===== src/rtl/spi_target_pkg.sv =====
// Shared types and constants for the SPI target block.
//   state_t         : frame-level FSM states
//   TX_FILL_DEFAULT : byte shifted out when no transmit data is held
//   mode_t          : SPI mode captured at chip-select assertion
package spi_target_pkg;

  typedef enum logic [1:0] {
    WAIT_IDLE = 2'd0,
    IDLE      = 2'd1,
    ACTIVE    = 2'd2
  } state_t;

  localparam logic [7:0] TX_FILL_DEFAULT = 8'hFF;

  typedef struct packed {
    logic cpol;
    logic cpha;
  } mode_t;

endpackage


===== src/rtl/spi_target_sync.sv =====
// Pad-input synchronizer with registered edge detection.
//   clk_i, rst_ni : system clock, async active-low reset
//   pad           : asynchronous pad input
//   level         : synchronized level (SYNC_STAGES flops deep, minimum 2)
//   rise, fall    : single-cycle pulses on synchronized level changes
module spi_target_sync #(
  parameter int   SYNC_STAGES = 2,
  parameter logic RST_VAL     = 1'b0
) (
  input  logic clk_i,
  input  logic rst_ni,
  input  logic pad,
  output logic level,
  output logic rise,
  output logic fall
);

  logic [SYNC_STAGES-1:0] sync_q;
  logic                   level_q;

  always_ff @(posedge clk_i or negedge rst_ni) begin
    if (!rst_ni) begin
      sync_q  <= {SYNC_STAGES{RST_VAL}};
      level_q <= RST_VAL;
    end else begin
      sync_q  <= {sync_q[SYNC_STAGES-2:0], pad};
      level_q <= sync_q[SYNC_STAGES-1];
    end
  end

  assign level = sync_q[SYNC_STAGES-1];
  assign rise  = level & ~level_q;
  assign fall  = ~level & level_q;

endmodule


===== src/rtl/spi_target.sv =====
// SPI target (slave) oversampled in the clk_i domain.
//   clk_i, rst_ni          : system clock (>= 8x SCLK), async active-low reset
//   cpol_i, cpha_i         : SPI mode, captured when cs_n falls
//   i_sclk, i_cs_n, i_mosi : pad inputs from the master
//   o_miso, o_miso_oen     : pad output, oen low = drive
//   rx_data_o/rx_valid_o/rx_ready_i : received byte stream
//   tx_data_i/tx_valid_i/tx_ready_o : one-entry transmit holding register
//   busy_o                 : frame in progress
//   rx_overrun_o, tx_underrun_o, err_clr_i : sticky error flags and clear
//
// state     | meaning
// WAIT_IDLE | after reset; wait for cs_n high so a live frame is not joined
// IDLE      | cs_n high, pad tristated, waiting for cs_n fall
// ACTIVE    | frame in progress, sampling mosi and shifting miso
module spi_target
  import spi_target_pkg::*;
#(
  parameter int                 DATA_W      = 8,
  parameter int                 SYNC_STAGES = 2,
  parameter logic [DATA_W-1:0]  TX_FILL     = TX_FILL_DEFAULT
) (
  input  logic              clk_i,
  input  logic              rst_ni,
  input  logic              cpol_i,
  input  logic              cpha_i,
  input  logic              i_sclk,
  input  logic              i_cs_n,
  input  logic              i_mosi,
  output logic              o_miso,
  output logic              o_miso_oen,
  output logic [DATA_W-1:0] rx_data_o,
  output logic              rx_valid_o,
  input  logic              rx_ready_i,
  input  logic [DATA_W-1:0] tx_data_i,
  input  logic              tx_valid_i,
  output logic              tx_ready_o,
  output logic              busy_o,
  output logic              rx_overrun_o,
  output logic              tx_underrun_o,
  input  logic              err_clr_i
);

  localparam int                CNT_W    = (DATA_W > 2) ? $clog2(DATA_W) : 1;
  localparam logic [CNT_W-1:0]  LAST_BIT = CNT_W'(DATA_W - 1);

  logic sclk_level_unused, sclk_rise, sclk_fall;
  logic cs_level, cs_rise_unused, cs_fall;
  logic mosi_level, mosi_rise_unused, mosi_fall_unused;

  spi_target_sync #(.SYNC_STAGES(SYNC_STAGES), .RST_VAL(1'b0)) u_sync_sclk (
    .clk_i  (clk_i),
    .rst_ni (rst_ni),
    .pad    (i_sclk),
    .level  (sclk_level_unused),
    .rise   (sclk_rise),
    .fall   (sclk_fall)
  );

  // Reset to "selected" so that WAIT_IDLE only leaves once the pad really
  // shows cs_n high, not on the flop reset value.
  spi_target_sync #(.SYNC_STAGES(SYNC_STAGES), .RST_VAL(1'b0)) u_sync_cs (
    .clk_i  (clk_i),
    .rst_ni (rst_ni),
    .pad    (i_cs_n),
    .level  (cs_level),
    .rise   (cs_rise_unused),
    .fall   (cs_fall)
  );

  spi_target_sync #(.SYNC_STAGES(SYNC_STAGES), .RST_VAL(1'b0)) u_sync_mosi (
    .clk_i  (clk_i),
    .rst_ni (rst_ni),
    .pad    (i_mosi),
    .level  (mosi_level),
    .rise   (mosi_rise_unused),
    .fall   (mosi_fall_unused)
  );

  state_t             state;
  mode_t              mode;
  logic [CNT_W-1:0]   bit_cnt;
  logic [DATA_W-1:0]  tx_shift;
  logic [DATA_W-2:0]  rx_shift;
  logic [DATA_W-1:0]  hold_data;
  logic               hold_full;
  logic               load_pending;  // next load-edge reloads tx_shift (byte boundary)
  logic               skip_shift;    // CPHA=1: first leading edge of a frame only drives

  logic               lead, trail;
  logic               do_sample, do_load, do_shift;
  logic               byte_done, rx_drop, tx_accept;
  logic [DATA_W-1:0]  rx_next, load_value;

  always_comb begin
    lead      = mode.cpol ? sclk_fall : sclk_rise;
    trail     = mode.cpol ? sclk_rise : sclk_fall;
    do_sample = 1'b0;
    do_load   = 1'b0;
    do_shift  = 1'b0;
    case (state)
      IDLE: do_load = cs_fall;
      ACTIVE: begin
        if (!cs_level) begin
          if (!mode.cpha) begin
            do_sample = lead;
            do_load   = trail & load_pending;
            do_shift  = trail & ~load_pending;
          end else begin
            do_sample = trail;
            do_load   = lead & load_pending;
            do_shift  = lead & ~load_pending & ~skip_shift;
          end
        end
      end
      default: ;
    endcase
  end

  assign rx_next    = {rx_shift, mosi_level};
  assign byte_done  = do_sample & (bit_cnt == LAST_BIT);
  assign rx_drop    = byte_done & rx_valid_o & ~rx_ready_i;
  assign load_value = hold_full ? hold_data : TX_FILL;
  assign tx_accept  = tx_valid_i & ~hold_full;
  assign tx_ready_o = ~hold_full;
  assign o_miso     = tx_shift[DATA_W-1];

  always_ff @(posedge clk_i or negedge rst_ni) begin
    if (!rst_ni) begin
      state         <= WAIT_IDLE;
      mode          <= '0;
      bit_cnt       <= '0;
      tx_shift      <= '1;
      rx_shift      <= '0;
      hold_data     <= '0;
      hold_full     <= 1'b0;
      load_pending  <= 1'b0;
      skip_shift    <= 1'b0;
      rx_data_o     <= '0;
      rx_valid_o    <= 1'b0;
      rx_overrun_o  <= 1'b0;
      tx_underrun_o <= 1'b0;
      o_miso_oen    <= 1'b1;
      busy_o        <= 1'b0;
    end else begin
      // Holding register: a load frees it; a write into an empty register
      // in the same cycle as an empty-load is kept for the following byte.
      if (do_load && hold_full) begin
        hold_full <= 1'b0;
      end else if (tx_accept) begin
        hold_full <= 1'b1;
        hold_data <= tx_data_i;
      end

      if (do_load) begin
        tx_shift <= load_value;
      end else if (do_shift) begin
        tx_shift <= {tx_shift[DATA_W-2:0], 1'b1};
      end

      if (do_sample) begin
        rx_shift <= rx_next[DATA_W-2:0];
      end

      if (rx_valid_o && rx_ready_i) begin
        rx_valid_o <= 1'b0;
      end
      if (byte_done && !rx_drop) begin
        rx_data_o  <= rx_next;
        rx_valid_o <= 1'b1;
      end

      if (rx_drop) begin
        rx_overrun_o <= 1'b1;
      end else if (err_clr_i) begin
        rx_overrun_o <= 1'b0;
      end

      if (do_load && !hold_full) begin
        tx_underrun_o <= 1'b1;
      end else if (err_clr_i) begin
        tx_underrun_o <= 1'b0;
      end

      case (state)
        WAIT_IDLE: begin
          if (cs_level) begin
            state <= IDLE;
          end
        end
        IDLE: begin
          bit_cnt <= '0;
          if (cs_fall) begin
            mode.cpol    <= cpol_i;
            mode.cpha    <= cpha_i;
            busy_o       <= 1'b1;
            o_miso_oen   <= 1'b0;
            load_pending <= 1'b0;
            skip_shift   <= 1'b1;
            state        <= ACTIVE;
          end
        end
        ACTIVE: begin
          if (cs_level) begin
            bit_cnt      <= '0;
            load_pending <= 1'b0;
            o_miso_oen   <= 1'b1;
            busy_o       <= 1'b0;
            state        <= IDLE;
          end else begin
            if (do_sample) begin
              if (bit_cnt == LAST_BIT) begin
                bit_cnt      <= '0;
                load_pending <= 1'b1;
              end else begin
                bit_cnt <= bit_cnt + 1'b1;
              end
            end
            if (do_load) begin
              load_pending <= 1'b0;
            end
            if (lead) begin
              skip_shift <= 1'b0;
            end
          end
        end
        default: state <= WAIT_IDLE;
      endcase
    end
  end

endmodule

===== config.mk =====
export PLATFORM = sky130hd
export DESIGN_NAME = spi_target
export DESIGN_NICKNAME = d
export VERILOG_FILES = /design/src/rtl/spi_target_pkg.sv /design/src/rtl/spi_target_sync.sv /design/src/rtl/spi_target.sv
export SDC_FILE = /design/constraint.sdc
export NUM_CORES = 1
export LEC_CHECK = 0
export ABC_AREA = 0
export BUFFER_PORTS_ARGS = -buffer_cell sky130_fd_sc_hd__buf_2
export CORE_MARGIN = 1
export CORE_UTILIZATION = 35
export CTS_BUF_LIST = sky130_fd_sc_hd__clkbuf_4 sky130_fd_sc_hd__clkbuf_8
export CTS_CLUSTER_DIAMETER = 50
export DETAILED_ROUTE_END_ITERATION = 8
export GPL_TIMING_DRIVEN = 0
export HOLD_SLACK_MARGIN = 0.05
export SLEW_MARGIN = 10
export SYNTH_ARGS = -nofsm -noshare
export SYNTH_HDL_FRONTEND = slang
export SYNTH_HIERARCHICAL = 1
export SYNTH_SLANG_ARGS = --single-unit

===== constraint.sdc =====
create_clock -name clk_i -period 5.2 [get_ports clk_i]
set_input_delay 0 -clock clk_i [delete_from_list [all_inputs] [get_ports clk_i]]
set_output_delay 0 -clock clk_i [all_outputs]
set_load 0.02 [all_outputs]

-- Yosys cells after proc, flatten, opt, wreduce, memory -nomap -nowiden
Cells that the tools add are included.
- multiplexer cells: 42
- reductions and logical operators: 21
- eq/ne operators: 11
- add/subtract/negate cells: 1
- bitwise gates (word level): 20
- operators by type and width (operator ; count):
    $mux 1 ; 27
    $mux 8 ; 3
    $and 1x1->1 ; 12
    $reduce_bool 2->1 ; 6
    $pmux 1 s2 ; 5
    $mux 3 ; 3
    $ne 4x3->1 const B ; 2
    $not 1->1 ; 8
    $reduce_and 2->1 ; 4
    $reduce_and 4->1 ; 2
    $ne 2x2->1 const B ; 3
    $pmux 3 s2 ; 1
    $logic_and 1x1->1 ; 4
    $mux 2 ; 2
    $ne 2x1->1 const B ; 2
    $pmux 2 s2 ; 1
    $add 3x1->3 const B ; 1
    $eq 3x3->1 const B ; 1
    $ne 3x2->1 const B ; 1
    $reduce_and 3->1 ; 1
    $eq 2x1->1 const B ; 1
    $eq 2x2->1 const B ; 1
    $logic_not 1->1 ; 2
    $logic_not 2->1 ; 1
    $reduce_or 2->1 ; 1
- output and inout bits: 15
- bits in registers: 54
- input port bits: 18
- logic and storage cells: 116

-- Depth between registers and ports, before layout
Gate-level depths: netlist (run 1).
- depth after elaboration: 12
- gate-level depth with buffers: 8
- mapped depth without buffers: 7

-- By module
Netlist (run 1), hierarchy kept.
- modules (own cells, without submodules) (module ; sequential area each (um^2) ; times used ; area each (um^2) ; cells each):
    spi_target ; 1162.4 ; 1 ; 2133.3 ; 161
    spi_target_sync ; 75.1 ; 3 ; 90.1 ; 5

-- Least setup slack after synthesis (run 1)
OpenSTA, ideal clock, no wires.
- path kind: register to register
- start point: register state[0]
- end point: register rx_data_o[0]
- data arrival time: 1.810 ns
- data required time: 5.075 ns
- setup time: 0.125 ns
- clock period less this slack: 1.935 ns
- path slack: 3.265 ns
- stages on the path, launching flop included: 8
- path buffers: 1
- cells stage by stage: dfrtp_1 inv_1 ha_1 or2b_2 nor2b_4 and3_4 buf_6 mux2_4
- longest elaborated chain between the ends: 7
- RTL lines (element ; RTL line ; source):
    start, declared ; spi_target.sv:79 ; state_t state;
    start signal, assigned ; spi_target.sv:129 ; state <= WAIT_IDLE;
    start signal, assigned ; spi_target.sv:187 ; state <= IDLE;
    start signal, assigned ; spi_target.sv:199 ; state <= ACTIVE;
    $eq 2x2->1 * ; spi_target.sv:100 ; case (state)
    $mux 1 * ; spi_target.sv:100 ;
    $and 1x1->1 * ; spi_target.sv:120 ; assign byte_done = do_sample & (bit_cnt == LAST_BIT);
    $and 1x1->1 (2 in series) ; spi_target.sv:121 ; assign rx_drop = byte_done & rx_valid_o & ~rx_ready_i;
    $logic_not 1->1 ; spi_target.sv:167 ; if (byte_done && !rx_drop) begin
    $logic_and 1x1->1 * ; spi_target.sv:167 ;
    end signal, assigned ; spi_target.sv:168 ; rx_data_o <= rx_next;
    end, declared ; spi_target.sv:31 ; output logic [DATA_W-1:0] rx_data_o,
Mark *: on every way between the ends. The rest lies on a longest branch, timed or not.
A chain may end at the register's enable or synchronous reset.

-- Worst setup path in the final report (run 1)
- start point: register state[0]
- end point: register rx_data_o[3]
The elaborated chain is that of the path after synthesis.

==> results of run 1 <==
==> worst max-delay path: stages (launching register included) <==
cell     delay, ns
dfrtp_1       0.43
inv_1         0.13
ha_1          0.28
or2b_2        0.37
nor2b_4       0.14
and3_4        0.19
buf_6         0.15
mux2_4        0.31
==> placed cells by master, fill, tap and decap left out, types with 2 or more instances in the layout <==
master / count
buf_2: 33
mux2_4: 9
a32o_1: 2
inv_1: 5
nor2_1: 12
clkinvlp_4: 2
clkbuf_1: 2
a21o_1: 2
o31ai_1: 4
and2b_2: 2
clkbuf_8: 5
nor2b_1: 3
o22ai_1: 3
o21ai_0: 4
nand2_1: 8
ha_1: 7
dfrtp_1: 45
nand3b_1: 2
mux2i_1: 18
mux2_2: 18
dlygate4sd3_1: 16
nand2b_1: 2
dfstp_2: 9
==> sequential cells by signal (all words and copies together) (netlist names), 2 cells and up <==
register	count
bit_cnt	3
u_sync_cs/sync_q	2
rx_shift	7
u_sync_sclk/sync_q	2
tx_shift	8
mode	2
hold_data	8
u_sync_mosi/sync_q	2
rx_data_o	8
state	2
==> layer usage <==
layer,wire length (um),global-route usage [%],vias to the layer above
li1,-,-,708
met1,1890,16.8,709
met2,1810,19.4,23
met3,114,3.17,5
met4,61,5.17,0
met5,0,0,-
==> worst max-delay path by stage <==
stage	end	slack [ns]
floorplan	rx_data_o[0]	3.26
global placement	rx_data_o[1]	3.09
detailed placement	rx_data_o[3]	3.09
CTS	rx_data_o[3]	3.07
global route	tx_shift[7]	2.90
finish	rx_data_o[3]	3.10
==> metrics by stage <==
step / setup slack (ns) / std cells / cell area, um2 / total power (W) / utilization (%)
2_1_floorplan: 3.26 / 172 / 2360 / 0.000893 / -
3_3_place_gp: 3.09 / 281 / 2610 / 0.000976 / 40.7
3_5_place_dp: 3.09 / 281 / 2610 / 0.000990 / 40.7
4_1_cts: 3.07 / 305 / 2870 / 0.00124 / 44.6
5_1_grt: 2.90 / 305 / 2870 / 0.00131 / 44.7
6_report: 3.10 / 305 / 2870 / 0.00122 / 44.7
==> layout make-up <==
type,count,share of cell area [%]
Clock buffer,6,2.66
Multi-Input combinational cell,107,32.9
Inverter,6,0.785
Clock inverter,2,0.524
Tap cell,77,3.36
Timing Repair Buffer,48,11.3
Sequential cell,54,47.5
Buffer,5,1.00
==> where the power goes <==
part | leakage [nW] | switching, W | internal (W)
Combinational | 0.668 | 0.000184 | 0.000181
Clock | 0.0408 | 0.000135 | 0.000100
Sequential | 0.666 | 0.0000699 | 0.000548
==> impl_metrics.yaml, run 1 <==
placed_design:
  gp_congestion: 0.745
  io_buffers: 32
  post-dp-hpwl_um: 2570
cts:
  clkTransAtPathRegs_ns: 0.10
  cts_tree: "yes"
  ctsHtreeMaxLevel: 2
  cts_resized: 0
  clockBufferDepth: 2
  cts_sinks: 54
  hold_buffers: 16
  cts_buffers: 5
  clk_latency_ns: 0.30
  postCtsSetupBuffers: 0
  cts_root_buf: "clkbuf_8"
timing:
  finalHoldWorstSlack_ns: 0.261
  skew_ns: 0.00603
  rsz0062_at_grt: "false"
  finalHoldViolCount: 0
  setup_violations: 0
  tns_ns: 0
  timing.fmax_mhz: 476
  final.period_utilization_pct: 40.4
  worst_pin_slew_ns: 0.669
  slew_headroom_pct: 55.4
  finalMaxSlewViolations: 0
  fin_crit_ns: 2.10
outcome:
  violations: "design-rule violations"
  outcome: "complete, but fails checks"
drt:
  drt_wl_total_um: 3880
  ant_nets: 0
  vias: 1445
  firstDrtPassIters: 6
  wl_per_cell_um: 12.7
  drt_drc_violations_left: 2
  first_iter_violations: 35
  via_per_inst: 4.74
cells_and_area:
  area_delta_synth_final_pct: 21.7
  nFillCells: 596
  multi_input_area_um2: 943
  diodes: 0
  final_layout_size_suffix_gt1_share_pct: 37.3
  nets: 252
  regArea_um2: 1360
global_routing:
  grt_overflow: 0
  grt_pass1_vias: 1504
  antenna_found_initial: 0
  grt_pass1_wl_um: 7000
  grt_max_degree: 55
  grt_use_total_pct: 12.5
worst_setup_path:
  reg2reg_to: "rx_data_o[3]"
  crit_start: "state[0]"
  rr_worst_depth: 7
  critPathArrivalTime_ns: 2.30
  regToRegSetupSlack_ns: 3.10
  r2r_start: "state[0]"
  cp.required_ns: 5.40
  end_kind: "flip-flop"
  crit_path_start_kind: "flip-flop"
  cp_max_fo: 8
  path_class: "flip-flop to flip-flop"
synthesis:
  avgSynthCellArea_um2: 13.7
  syn_inst: 172
  yosys_warnings: 6
  synth_nets: 197
  synthesis.area_um2: 2360
floorplan:
  die_area_um2: 7070
  core-area_um2: 6420
  io_pins: 33
  rows: 29
  die_w_um: 84.1
  initial_utilization_pct: 36.7
  die-height_um: 84.1
power:
  ir_drop_mv: 0.315
  power.density_nw_per_um2: 425
  leakagePower_nw: 1.38
worst_hold_path:
  min_path_type: "input port to async pin"
run:
  cap_violations: 0
Power figures use the tool's default switching activity.
==> run 2, diff against run 1 <==
Clock period 5.2 ns to 2.1 ns, I/O delays scaled along.
==> run 2 against run 1 <==
Net effect:
- the flow still finishes with violations (design-rule violations)
- sequential power rose by 150%
- clock power up 150%
- sequential share of layout area decreased by 0.31 points
- utilization rose by 0.29 points
- critical path depth is the same
- global-route usage about the same
- critical path type unchanged
==> impl_metrics.yaml, run 2 (synthesized netlist as in run 1, its figures left out) <==
outcome:
  outcome: "complete, but fails checks"
  violations: "design-rule violations"
drt:
  first_iter_violations: 37
  ant_nets: 0
  firstDrtPassIters: 6
  drt_drc_violations_left: 2
  vias: 1444
  wl_per_cell_um: 12.8
  drt_wl_total_um: 3900
  via_per_inst: 4.73
floorplan:
  die_w_um: 84.1
  die_area_um2: 7070
  rows: 29
  initial_utilization_pct: 36.7
  core-area_um2: 6420
  io_pins: 33
  die-height_um: 84.1
timing:
  timing.fmax_mhz: 506
  skew_ns: 0.00600
  fin_crit_ns: 1.98
  setup_violations: 0
  slew_headroom_pct: 55.6
  final.period_utilization_pct: 94.2
  finalMaxSlewViolations: 0
  finalHoldViolCount: 0
  setup_slack_ns: 0.122
  rsz0062_at_grt: "false"
  worst_pin_slew_ns: 0.666
worst_setup_path:
  cp_max_fo: 8
  path_cells: "inv_2, ha_4, or2b_2, nor2b_4, and3_4, buf_6, mux2_4"
  critPathSlowestCell: "dfrtp_1"
  path_class: "flip-flop to flip-flop"
  slowest_delay_ns: 0.44
  critPathBufInv: 2
  end_kind: "flip-flop"
  crit_path_start_kind: "flip-flop"
  critPathArrivalTime_ns: 2.18
  critPathTopFamily: "simple AND/OR/NAND/NOR gates"
  cp.required_ns: 2.30
global_routing:
  antenna_found_initial: 0
  grt_overflow: 0
  grt_pass1_wl_um: 7010
  grt_max_degree: 55
  grt_use_total_pct: 12.6
  grt_pass1_vias: 1508
power:
  ir_drop_mv: 0.780
  power.density_nw_per_um2: 1060
  leakagePower_nw: 1.37
cts:
  postCtsSetupBuffers: 0
  cts_tree: "yes"
  clk_latency_ns: 0.30
  clkTransAtPathRegs_ns: 0.09
  ctsHtreeMaxLevel: 2
  cts_sinks: 54
  cts_root_buf: "clkbuf_8"
  clockBufferDepth: 2
  cts_buffers: 5
cells_and_area:
  diodes: 0
  fin_util_pct: 44.9
  layout_commonest_cell: "dfrtp_1"
  nets: 252
  area_delta_synth_final_pct: 22.5
  reg_top3: "hold_data (8), rx_data_o (8), tx_shift (8)"
  final_cell_mix: "dfrtp_1 (45), buf_2 (32), mux2_2 (18), mux2i_1 (17), dlygate4sd3_1 (16)"
  final_layout_size_suffix_gt1_share_pct: 38.6
placed_design:
  gp_congestion: 0.745
  pre_cts_ws_ns: -0.0133
  io_buffers: 32
  post-dp-hpwl_um: 2570
worst_hold_path:
  min_path_type: "input port to async pin"
run:
  cap_violations: 0
[run 2: changes by cell type in the layout (fill, tap and decap cells not counted), sizes merged]
cell | previous run | this run
buf | 35 | 34
clkbuf | 8 | 9
[run 2: final cells by class]
| cell class | instances | area [um2] |
|---|---|---|
| fillers | 595 | 3540 |
| flip-flops and latches | 54 | 1360 |
| multi-input cells | 107 | 960 |
| repair buffers | 48 | 323 |
| well taps | 77 | 96.3 |
| clock buffers | 6 | 76.3 |
| plain buffers | 5 | 31.3 |
| inverters | 6 | 22.5 |
| clock inverters | 2 | 15.0 |
[run 2: what timing repair did]
action,in CTS,in global routing
endpoints found under the setup margin,8,23
hold buffers,16,0
resized for setup,1,4
hold endpoints to repair,61,0
[run 2: final timing paths]
kind / startpoint / end / slack [ns] / depth (start not counted)
min in group clk_i: i_mosi / u_sync_mosi/sync_q[0] / 0.33 / 2
worst max register to register: state[0] / rx_data_o[3] / 0.12 / 7
worst min register to register: u_sync_mosi/sync_q[0] / u_sync_mosi/sync_q[1] / 0.36 / 0
worst max-delay path: state[0] / rx_data_o[3] / 0.12 / 7
worst min-delay path: rst_ni / u_sync_sclk/sync_q[1] / 0.26 / 2
max in group asynchronous: rst_ni / state[1] / 1.39 / 2
[run 2: routing by layer]
| layer | track usage (%) | share of wire [%] | vias up |
|---|---|---|---|
| met4 | 5.17 | 1.6 | 0 |
| met2 | 19.4 | 47 | 23 |
| li1 | - | - | 708 |
| met5 | 0 | 0 | - |
| met3 | 3.17 | 2.8 | 5 |
| met1 | 16.8 | 48 | 708 |
[run 2: through the flow]
step	setup TNS [ns]	instance area, um2	total power (W)	cells	hold slack, ns
after floorplan	0	2360	0.00221	172	-0.296
after global placement	-0.0213	2610	0.00242	281	0.109
after detailed placement	-0.0583	2610	0.00245	281	0.110
after CTS	0	2870	0.00307	305	0.316
after global routing	0	2890	0.00328	305	0.312
final	0	2890	0.00305	305	0.258
[run 2: worst register-to-register path, delay by kind of cell, from the launching register on]
| family | cells | cell delay [ns] |
|---|---|---|
| and+or+nand+nor | 3 | 0.69 |
| DFF | 1 | 0.44 |
| adders and majority gates | 1 | 0.17 |
| muxes | 1 | 0.31 |
| buffers and inverters | 2 | 0.27 |
[run 2: where the power goes]
group	leakage [nW]	switching, W	internal (W)
combinational	0.665	0.000466	0.000461
sequential	0.666	0.000178	0.00136
clock	0.0408	0.000335	0.000248
total	1.37	0.000978	0.00207
